File: src/rtl/hg_orient_decoder.sv
// hg_orient_decoder
//   Decodes the 4-contact mercury tilt-switch cluster into a one-hot
//   orientation. The raw contacts pass through a two-flop synchroniser and
//   a programmable debounce window. The accepted pattern is then decoded
//   into the orientation register.
//
// Ports
//   clk         system clock (sole domain)
//   rst         synchronous reset, active low
//   hg_in[3:0]  raw mercury contacts, asynchronous to clk
//   orient[5:0] one-hot: 0 UNKNOWN, 1 FRONT/DOWN, 2 UP, 3 LEFT, 4 RIGHT, 5 BACK
//   orient_chg  single-cycle pulse in the cycle orient takes a new value
//   stable      registered copy of the debounce accept condition
//   chg_cnt[7:0] saturating orientation-change count
//
// Build option
//   HG_EVENT_CNT_EN : when defined, chg_cnt counts orient_chg pulses and
//                     saturates at 8'hFF. When undefined, chg_cnt is tied to 0.
module hg_orient_decoder #(
  parameter int unsigned DB_CYCLES = 16,
  parameter int unsigned CNT_W     = 8,
  parameter logic [3:0]  PAT_FRONT = 4'b0000,
  parameter logic [3:0]  PAT_BACK  = 4'b1111,
  parameter logic [3:0]  PAT_UP    = 4'b0110,
  parameter logic [3:0]  PAT_DOWN  = 4'b1001,
  parameter logic [3:0]  PAT_LEFT  = 4'b1100,
  parameter logic [3:0]  PAT_RIGHT = 4'b0011
) (
  input  logic       clk,
  input  logic       rst,
  input  logic [3:0] hg_in,
  output logic [5:0] orient,
  output logic       orient_chg,
  output logic       stable,
  output logic [7:0] chg_cnt
);

  typedef enum logic [5:0] {
    OR_UNKNOWN = 6'b000001,
    OR_FRONT   = 6'b000010,
    OR_UP      = 6'b000100,
    OR_LEFT    = 6'b001000,
    OR_RIGHT   = 6'b010000,
    OR_BACK    = 6'b100000
  } orient_e;

  localparam logic [CNT_W-1:0] DB_LAST = CNT_W'(DB_CYCLES - 1);

  logic [3:0]       s1, s2;
  logic             s1_v, s2_v;
  logic [3:0]       candidate;
  logic             cand_v;
  logic [CNT_W-1:0] db_cnt;
  logic             accept;

  orient_e          orient_q, orient_d;
  logic             chg_d;
  logic [5:0]       orient_bits;
  logic             is_onehot;

  // The valid flags track which sync stages hold real post-reset samples.
  // The first real sample then loads as a fresh candidate, so the window
  // after reset has the same latency as after any other input change.
  always_ff @(posedge clk) begin
    if (!rst) begin
      s1   <= '0;
      s2   <= '0;
      s1_v <= 1'b0;
      s2_v <= 1'b0;
    end else begin
      s1   <= hg_in;
      s2   <= s1;
      s1_v <= 1'b1;
      s2_v <= s1_v;
    end
  end

  always_ff @(posedge clk) begin
    if (!rst) begin
      candidate <= '0;
      cand_v    <= 1'b0;
      db_cnt    <= '0;
    end else if (s2_v) begin
      if (!cand_v || (s2 != candidate)) begin
        candidate <= s2;
        cand_v    <= 1'b1;
        db_cnt    <= '0;
      end else if (db_cnt != DB_LAST) begin
        db_cnt <= db_cnt + 1'b1;
      end
    end
  end

  assign accept = cand_v && (s2 == candidate) && (db_cnt == DB_LAST);

  assign orient_bits = orient_q;
  assign is_onehot   = (orient_bits != '0) &&
                       ((orient_bits & (orient_bits - 6'd1)) == '0);

  always_comb begin
    orient_d = orient_q;
    if (!is_onehot) begin
      orient_d = OR_FRONT;
    end else if (accept) begin
      if (candidate == PAT_BACK)
        orient_d = OR_BACK;
      else if (candidate == PAT_UP)
        orient_d = OR_UP;
      else if (candidate == PAT_LEFT)
        orient_d = OR_LEFT;
      else if (candidate == PAT_RIGHT)
        orient_d = OR_RIGHT;
      else if ((candidate == PAT_FRONT) || (candidate == PAT_DOWN))
        orient_d = OR_FRONT;
      else if (orient_q == OR_UNKNOWN)
        orient_d = OR_FRONT;
    end
    chg_d = (orient_d != orient_q);
  end

  always_ff @(posedge clk) begin
    if (!rst) begin
      orient_q   <= OR_UNKNOWN;
      orient_chg <= 1'b0;
      stable     <= 1'b0;
    end else begin
      orient_q   <= orient_d;
      orient_chg <= chg_d;
      stable     <= accept;
    end
  end

  assign orient = orient_q;

`ifdef HG_EVENT_CNT_EN
  logic [7:0] chg_cnt_q;

  always_ff @(posedge clk) begin
    if (!rst)
      chg_cnt_q <= '0;
    else if (chg_d && (chg_cnt_q != 8'hFF))
      chg_cnt_q <= chg_cnt_q + 8'd1;
  end

  assign chg_cnt = chg_cnt_q;
`else
  assign chg_cnt = '0;
`endif

endmodule
File: config.mk
export PLATFORM = sky130hd
export DESIGN_NAME = hg_orient_decoder
export DESIGN_NICKNAME = d
export VERILOG_FILES = /design/src/rtl/hg_orient_decoder.sv
export SDC_FILE = /design/constraint.sdc
export NUM_CORES = 1
export LEC_CHECK = 0
export CAP_MARGIN = 20
export CELL_PAD_IN_SITES_DETAIL_PLACEMENT = 2
export CELL_PAD_IN_SITES_GLOBAL_PLACEMENT = 2
export CORE_MARGIN = 10
export CORE_UTILIZATION = 35
export CTS_BUF_LIST = sky130_fd_sc_hd__clkbuf_16
export CTS_CLUSTER_DIAMETER = 100
export DETAILED_ROUTE_END_ITERATION = 7
export GPL_ROUTABILITY_DRIVEN = 0
export MAX_ROUTING_LAYER = met4
export PLACE_DENSITY = 0.88
export SYNTH_ARGS = -nofsm -noshare
export SYNTH_HDL_FRONTEND = slang
export SYNTH_SLANG_ARGS = --single-unit
File: constraint.sdc
create_clock -name clk -period 3 [get_ports clk]
set_clock_uncertainty 0.05 [all_clocks]
set_input_delay 0.45 -clock clk [delete_from_list [all_inputs] [get_ports clk]]
set_output_delay 0.45 -clock clk [all_outputs]
set_load 0.01 [all_outputs]
Word-level counts from Yosys, hierarchy flattened
Cells that the tools add are included.
Widths: inputs -> output; s select.
{"block": "word_totals", "reg_bits": 31, "latchBits": 0, "ramBits": 0, "mem_bits_ro": 0, "in_bits": 6, "out_inout_bits": 16, "elab_cells": 47, "mem_count": 0}
{"block": "op_classes", "n_addsub": 2, "n_mul": 0, "div_mod_pow": 0, "magnitude_cmp": 0, "n_eq_ne": 11, "n_shift": 0, "muxes": 11, "n_bitwise": 1, "n_reduce_logical": 12}
{"cell": "$mux 6", "n": 8}
{"cell": "$mux 8", "n": 2}
{"cell": "$eq 4x4->1 const B", "n": 3}
{"cell": "$add 8x1->8 const B", "n": 1}
{"cell": "$eq 8x4->1 const B", "n": 1}
{"cell": "$ne 8x4->1 const B", "n": 1}
{"cell": "$and 6x6->6", "n": 1}
{"cell": "$eq 6x1->1 const B", "n": 1}
{"cell": "$logic_not 6->1", "n": 1}
{"cell": "$ne 6x6->1", "n": 1}
{"cell": "$reduce_bool 6->1", "n": 1}
{"cell": "$sub 6x1->6 const B", "n": 1}
{"cell": "$eq 4x2->1 const B", "n": 1}
{"cell": "$eq 4x3->1 const B", "n": 1}
{"cell": "$eq 4x4->1", "n": 1}
{"cell": "$logic_not 4->1", "n": 1}
{"cell": "$ne 4x4->1", "n": 1}
{"cell": "$reduce_and 2->1", "n": 2}
{"cell": "$logic_and 1x1->1", "n": 3}
{"cell": "$logic_or 1x1->1", "n": 2}
{"cell": "$reduce_bool 2->1", "n": 1}
{"cell": "$logic_not 1->1", "n": 1}
{"cell": "$mux 1", "n": 1}

Logic depth before layout (Yosys ltp)
{"block": "logic_depth", "depth_word": 10, "ltp_mapped": 8, "ltp_nobuf": 7}

Worst setup path before layout
OpenSTA, ideal clock, no wires.
{"block": "synth_timing", "kind": "register -> register", "from": "register db_cnt[0]", "to": "register orient_q[4], in the netlist orient[4]", "setup_time_ns": 0.129, "arrival_time_ns": 1.661, "t_required_ns": 2.821, "path_slack_ns": 1.159, "path_stages_with_launch": 8, "path_buffers": 0, "period_less_slack_ns": 1.841, "path_cell_list": "dfxtp_1 -> ha_1 -> and3_1 -> and4_1 -> nand2_2 -> or4_1 -> a32oi_1 -> nor2_1"}
{"block": "synth_between", "elab_chain_cells": 4}
{"element": "from (decl)", "line": "53", "text": "logic [CNT_W-1:0] db_cnt;"}
{"element": "from (signal assigned)", "line": "89", "text": "db_cnt <= db_cnt + 1'b1;"}
{"element": "$eq 8x4->1", "line": "94", "text": "assign accept = cand_v && (s2 == candidate) && (db_cnt == DB_LAST);"}
{"element": "$logic_and 1x1->1", "line": "94"}
{"element": "$mux 6", "line": "104", "text": "end else if (accept) begin"}
{"element": "$mux 6", "line": "102", "text": "if (!is_onehot) begin"}
{"element": "to (signal assigned)", "line": "127", "text": "orient_q <= orient_d;"}
{"element": "to (decl)", "line": "56", "text": "orient_e orient_q, orient_d;"}
No other way between the ends.
A chain may end at the register's enable or synchronous reset.

Final worst setup path
{"block": "layout_timing", "from": "register candidate[1]", "to": "register orient_q[4], in the netlist orient[4]"}
{"block": "layout_between", "elab_chain_cells": 9, "word_cells_on_any_way": 17, "classes_between": "eq/ne: 6; mux: 7; reduce/logical: 4"}
{"element": "from (decl)", "line": "51", "text": "logic [3:0] candidate;"}
{"element": "from (signal assigned)", "line": "80", "text": "candidate <= '0;"}
{"element": "from (signal assigned)", "line": "85", "text": "candidate <= s2;"}
{"element": "$eq 4x4->1 / $logic_not 4->1 (equally long branches)", "line": "113", "text": "else if ((candidate == PAT_FRONT) || (candidate == PAT_DOWN))"}
{"element": "$logic_or 1x1->1", "line": "113"}
{"element": "$mux 6", "line": "113"}
{"element": "$mux 6", "line": "111", "text": "else if (candidate == PAT_RIGHT)"}
{"element": "$mux 6", "line": "109", "text": "else if (candidate == PAT_LEFT)"}
{"element": "$mux 6", "line": "107", "text": "else if (candidate == PAT_UP)"}
{"element": "$mux 6", "line": "105", "text": "if (candidate == PAT_BACK)"}
{"element": "$mux 6 *", "line": "104"}
{"element": "$mux 6 *", "line": "102"}
Every way passes the cells marked *; elsewhere a longest branch is shown, timed or not.

==> run_results.csv <==
group,metric,value,unit
status,status,"finished, final reports clean",
clock_network,clk_latency,0.28,ns
power,ir_worst_vdd,0.2672,mV
floorplan,num_io_pins,22,
layout,fin_area,0.002091,mm2
clock_network,clkSlewWorstSetupHoldPaths,0.05,ns
placed_design,numPlacedInstances,283,
synth,synthesis.instances,218,
hold_path,min_delay_path_depth,1,
drt,vias,1568,
grt,grtUsageTotal,13.73,%
sta,tns,0,ns
worst_setup_path,cp-start-kind,"register",
layout,area_delta_synth_final,16.77,%
synth,ys_ff_latch,31,
floorplan,die_x,91.53,um
synth,yosys-top-cells-area,"dfxtp_1, xor2_1, nor2_1",
sta,rsz0062_at_grt,"no",
sta,worstMarginPinSlew,0.7228,ns
grt,grt-ovfl-total,0,
drt,wl_met2,2679,um
layout,drive_gt1_share,6.250,%
hold_path,holdCritPathClass,"reg -> reg",
floorplan,rows,25,
power,p_total,1.142,mW
sta,max_freq,410.6,MHz
sta,finalSetupViolations,0,
drt,ant_nets,0,
clock_network,htree_levels,2,
job,maxCapViolations,0,
synth,netlist_area,0.001790,mm2
drt,first_pass_iters,4,
synth,avgSynthCellArea,8.213,um2
sta,hold_viol,0,
floorplan,core_area,0.004848,mm2
worst_setup_path,cp-end-kind,"register",
clock_network,ctsRootBufferMaster,"clkbuf_16",
placed_design,place_hpwl,3629,um
drt,drt_iter0_markers,59,
drt,wl_met3,155,um
sta,max_slew_margin,51.75,%
clock_network,clock_sinks,31,
clock_network,cts_tree,"yes",
synth,synth_top_area_share,34.66,%
synth,ys_async_sr_fraction,0,%
layout,fin_cells,291,
power,p_leak,0.7895,nW
drt,top_layer,"met4",
placed_design,postPlaceCellArea,0.001902,mm2
layout,fin_nets,230,
synth,synth_top_flop_cell,"dfxtp_1",
placed_design,numPortBuffers,13,
synth,yosysTopAreaCell,"dfxtp_1",
drt,drt-total-wl,5306,um
synth,synth_cell_types,47,
power,power_density,546.2,mW/mm2
grt,grt_antenna_before_repair,0,
floorplan,initial_core_util,36.93,%
worst_setup_path,crit_required,3.10,ns
clock_network,cts_setup_buffers,0,
clock_network,clock_path_buffers,2,
worst_setup_path,worstRegToRegCells,6,
grt,grt_pass1_vias,1770,
drt,avgViaCountPerCell,5.388,
floorplan,dieArea,0.008377,mm2
worst_setup_path,criticalPathCategory,"reg -> reg",
sta,maxSlewViolCount,0,
worst_setup_path,crit_arrival,2.54,ns
sta,finalCritPeriodShare,81.18,%
drt,wl_met1,2410,um
clock_network,cts_hold_buf,0,
grt,grt_pass1_wl,9114,um
synth,yosys-top-cells-count,"dfxtp_1, nor2_1, nand2_1, xor2_1",
layout,antenna_cells,0,
drt,drc,0,
floorplan,die_y,91.53,um
clock_network,numCtsBuffers,5,
worst_setup_path,path_max_fanout,22,
synth,synth-edff-count,0,
grt,grt_max_degree,25,
synth,seq_area_frac_synth,34.66,%
synth,synth.most_common_cell,"dfxtp_1",
synth,yosys_warnings,0,
drt,wl_per_cell,18.23,um
sta,finalCriticalPeriod,2.435,ns
clock_network,cts-resized-gates,0,
layer usage:
metal	vias to the layer above	global-route usage (%)
met2	21	22.99
li1	751	-
met4	0	4.700
met3	7	3.128
met5	-	-
met1	789	15.68
through the flow:
stage               hold slack, ns  util [%]  setup WS, ns
finish                      0.3821     43.12        0.5646
global route                0.3991     43.12        0.3734
CTS                         0.3843     43.12        0.5740
detailed placement          0.3716     39.23        0.6222
global placement            0.3636     39.23        0.7451
floorplan                   0.3619         -         1.159
kinds of logic (layout without fill, tap and decap cells):
group                    count (synthesis)  count (layout)  synth area share (%)
buffers and inverters                   26              25                 8.456
XOR/XNOR                                16              16                 7.826
AND/OR/NAND/NOR                        102             102                 31.87
other                                    1               8                0.2094
AO/OA/AOI/OAI                           36              36                 13.49
adder cells (fa/ha/maj)                  1               1                0.6987
multiplexers                             5               5                 2.795
flip-flops                              31              31                 34.66
path summary, 6_finish.rpt:
check | to | slack (ns) | startpoint
max | orient[4] | 0.56 | candidate[1]
min | s2[0] | 0.38 | s1[0]
max reg2reg | orient[4] | 0.56 | candidate[1]
min reg2reg | s2[0] | 0.38 | s1[0]
critical path, stage by stage (launching register included):
cell,delay [ns]
dfxtp_1,0.78
xnor2_1,0.21
and3_1,0.25
nand2_2,0.21
or4_1,0.58
a32oi_1,0.17
nor2_1,0.05
sequential cells by signal (all words and copies together), names as in the netlist:
register,cells
db_cnt,8
orient,6
candidate,4
s1,4
s2,4
cand_v,1
orient_chg,1
s1_v,1
s2_v,1
stable,1
layout make-up:
cell class | instances | area [um2]
fill | 546 | 2758
multi-input combinational | 168 | 1045
sequential | 31 | 620.6
timing repair buffer | 15 | 145.1
clock buffer | 5 | 125.1
tap | 67 | 83.83
clock inverter | 3 | 63.81
inverter | 2 | 7.507
power by group:
part	total, mW	switching [mW]	leakage [nW]	internal [mW]
clock	0.660	0.187	0.0952	0.472
combinational	0.0504	0.0284	0.442	0.0219
sequential	0.432	0.0110	0.252	0.421
cell usage in the layout (no fill, tap or decap), types with 4 or more instances in the layout:
cell type | Yosys | layout
xnor2_1 | 5 | 5
mux2i_1 | 5 | 5
nor2_1 | 22 | 22
conb_1 | 1 | 8
or3_1 | 5 | 5
nor2b_1 | 9 | 9
nand4_1 | 6 | 6
dfxtp_1 | 31 | 31
a21oi_1 | 7 | 7
clkbuf_16 | 0 | 5
xor2_1 | 11 | 11
a31oi_1 | 4 | 4
and2_1 | 10 | 10
clkdlybuf4s50_1 | 0 | 13
o21ai_0 | 9 | 9
nand2_1 | 15 | 15
nand3_1 | 10 | 10
and3_1 | 6 | 6
Note: power is estimated with default switching activity, not from simulation.
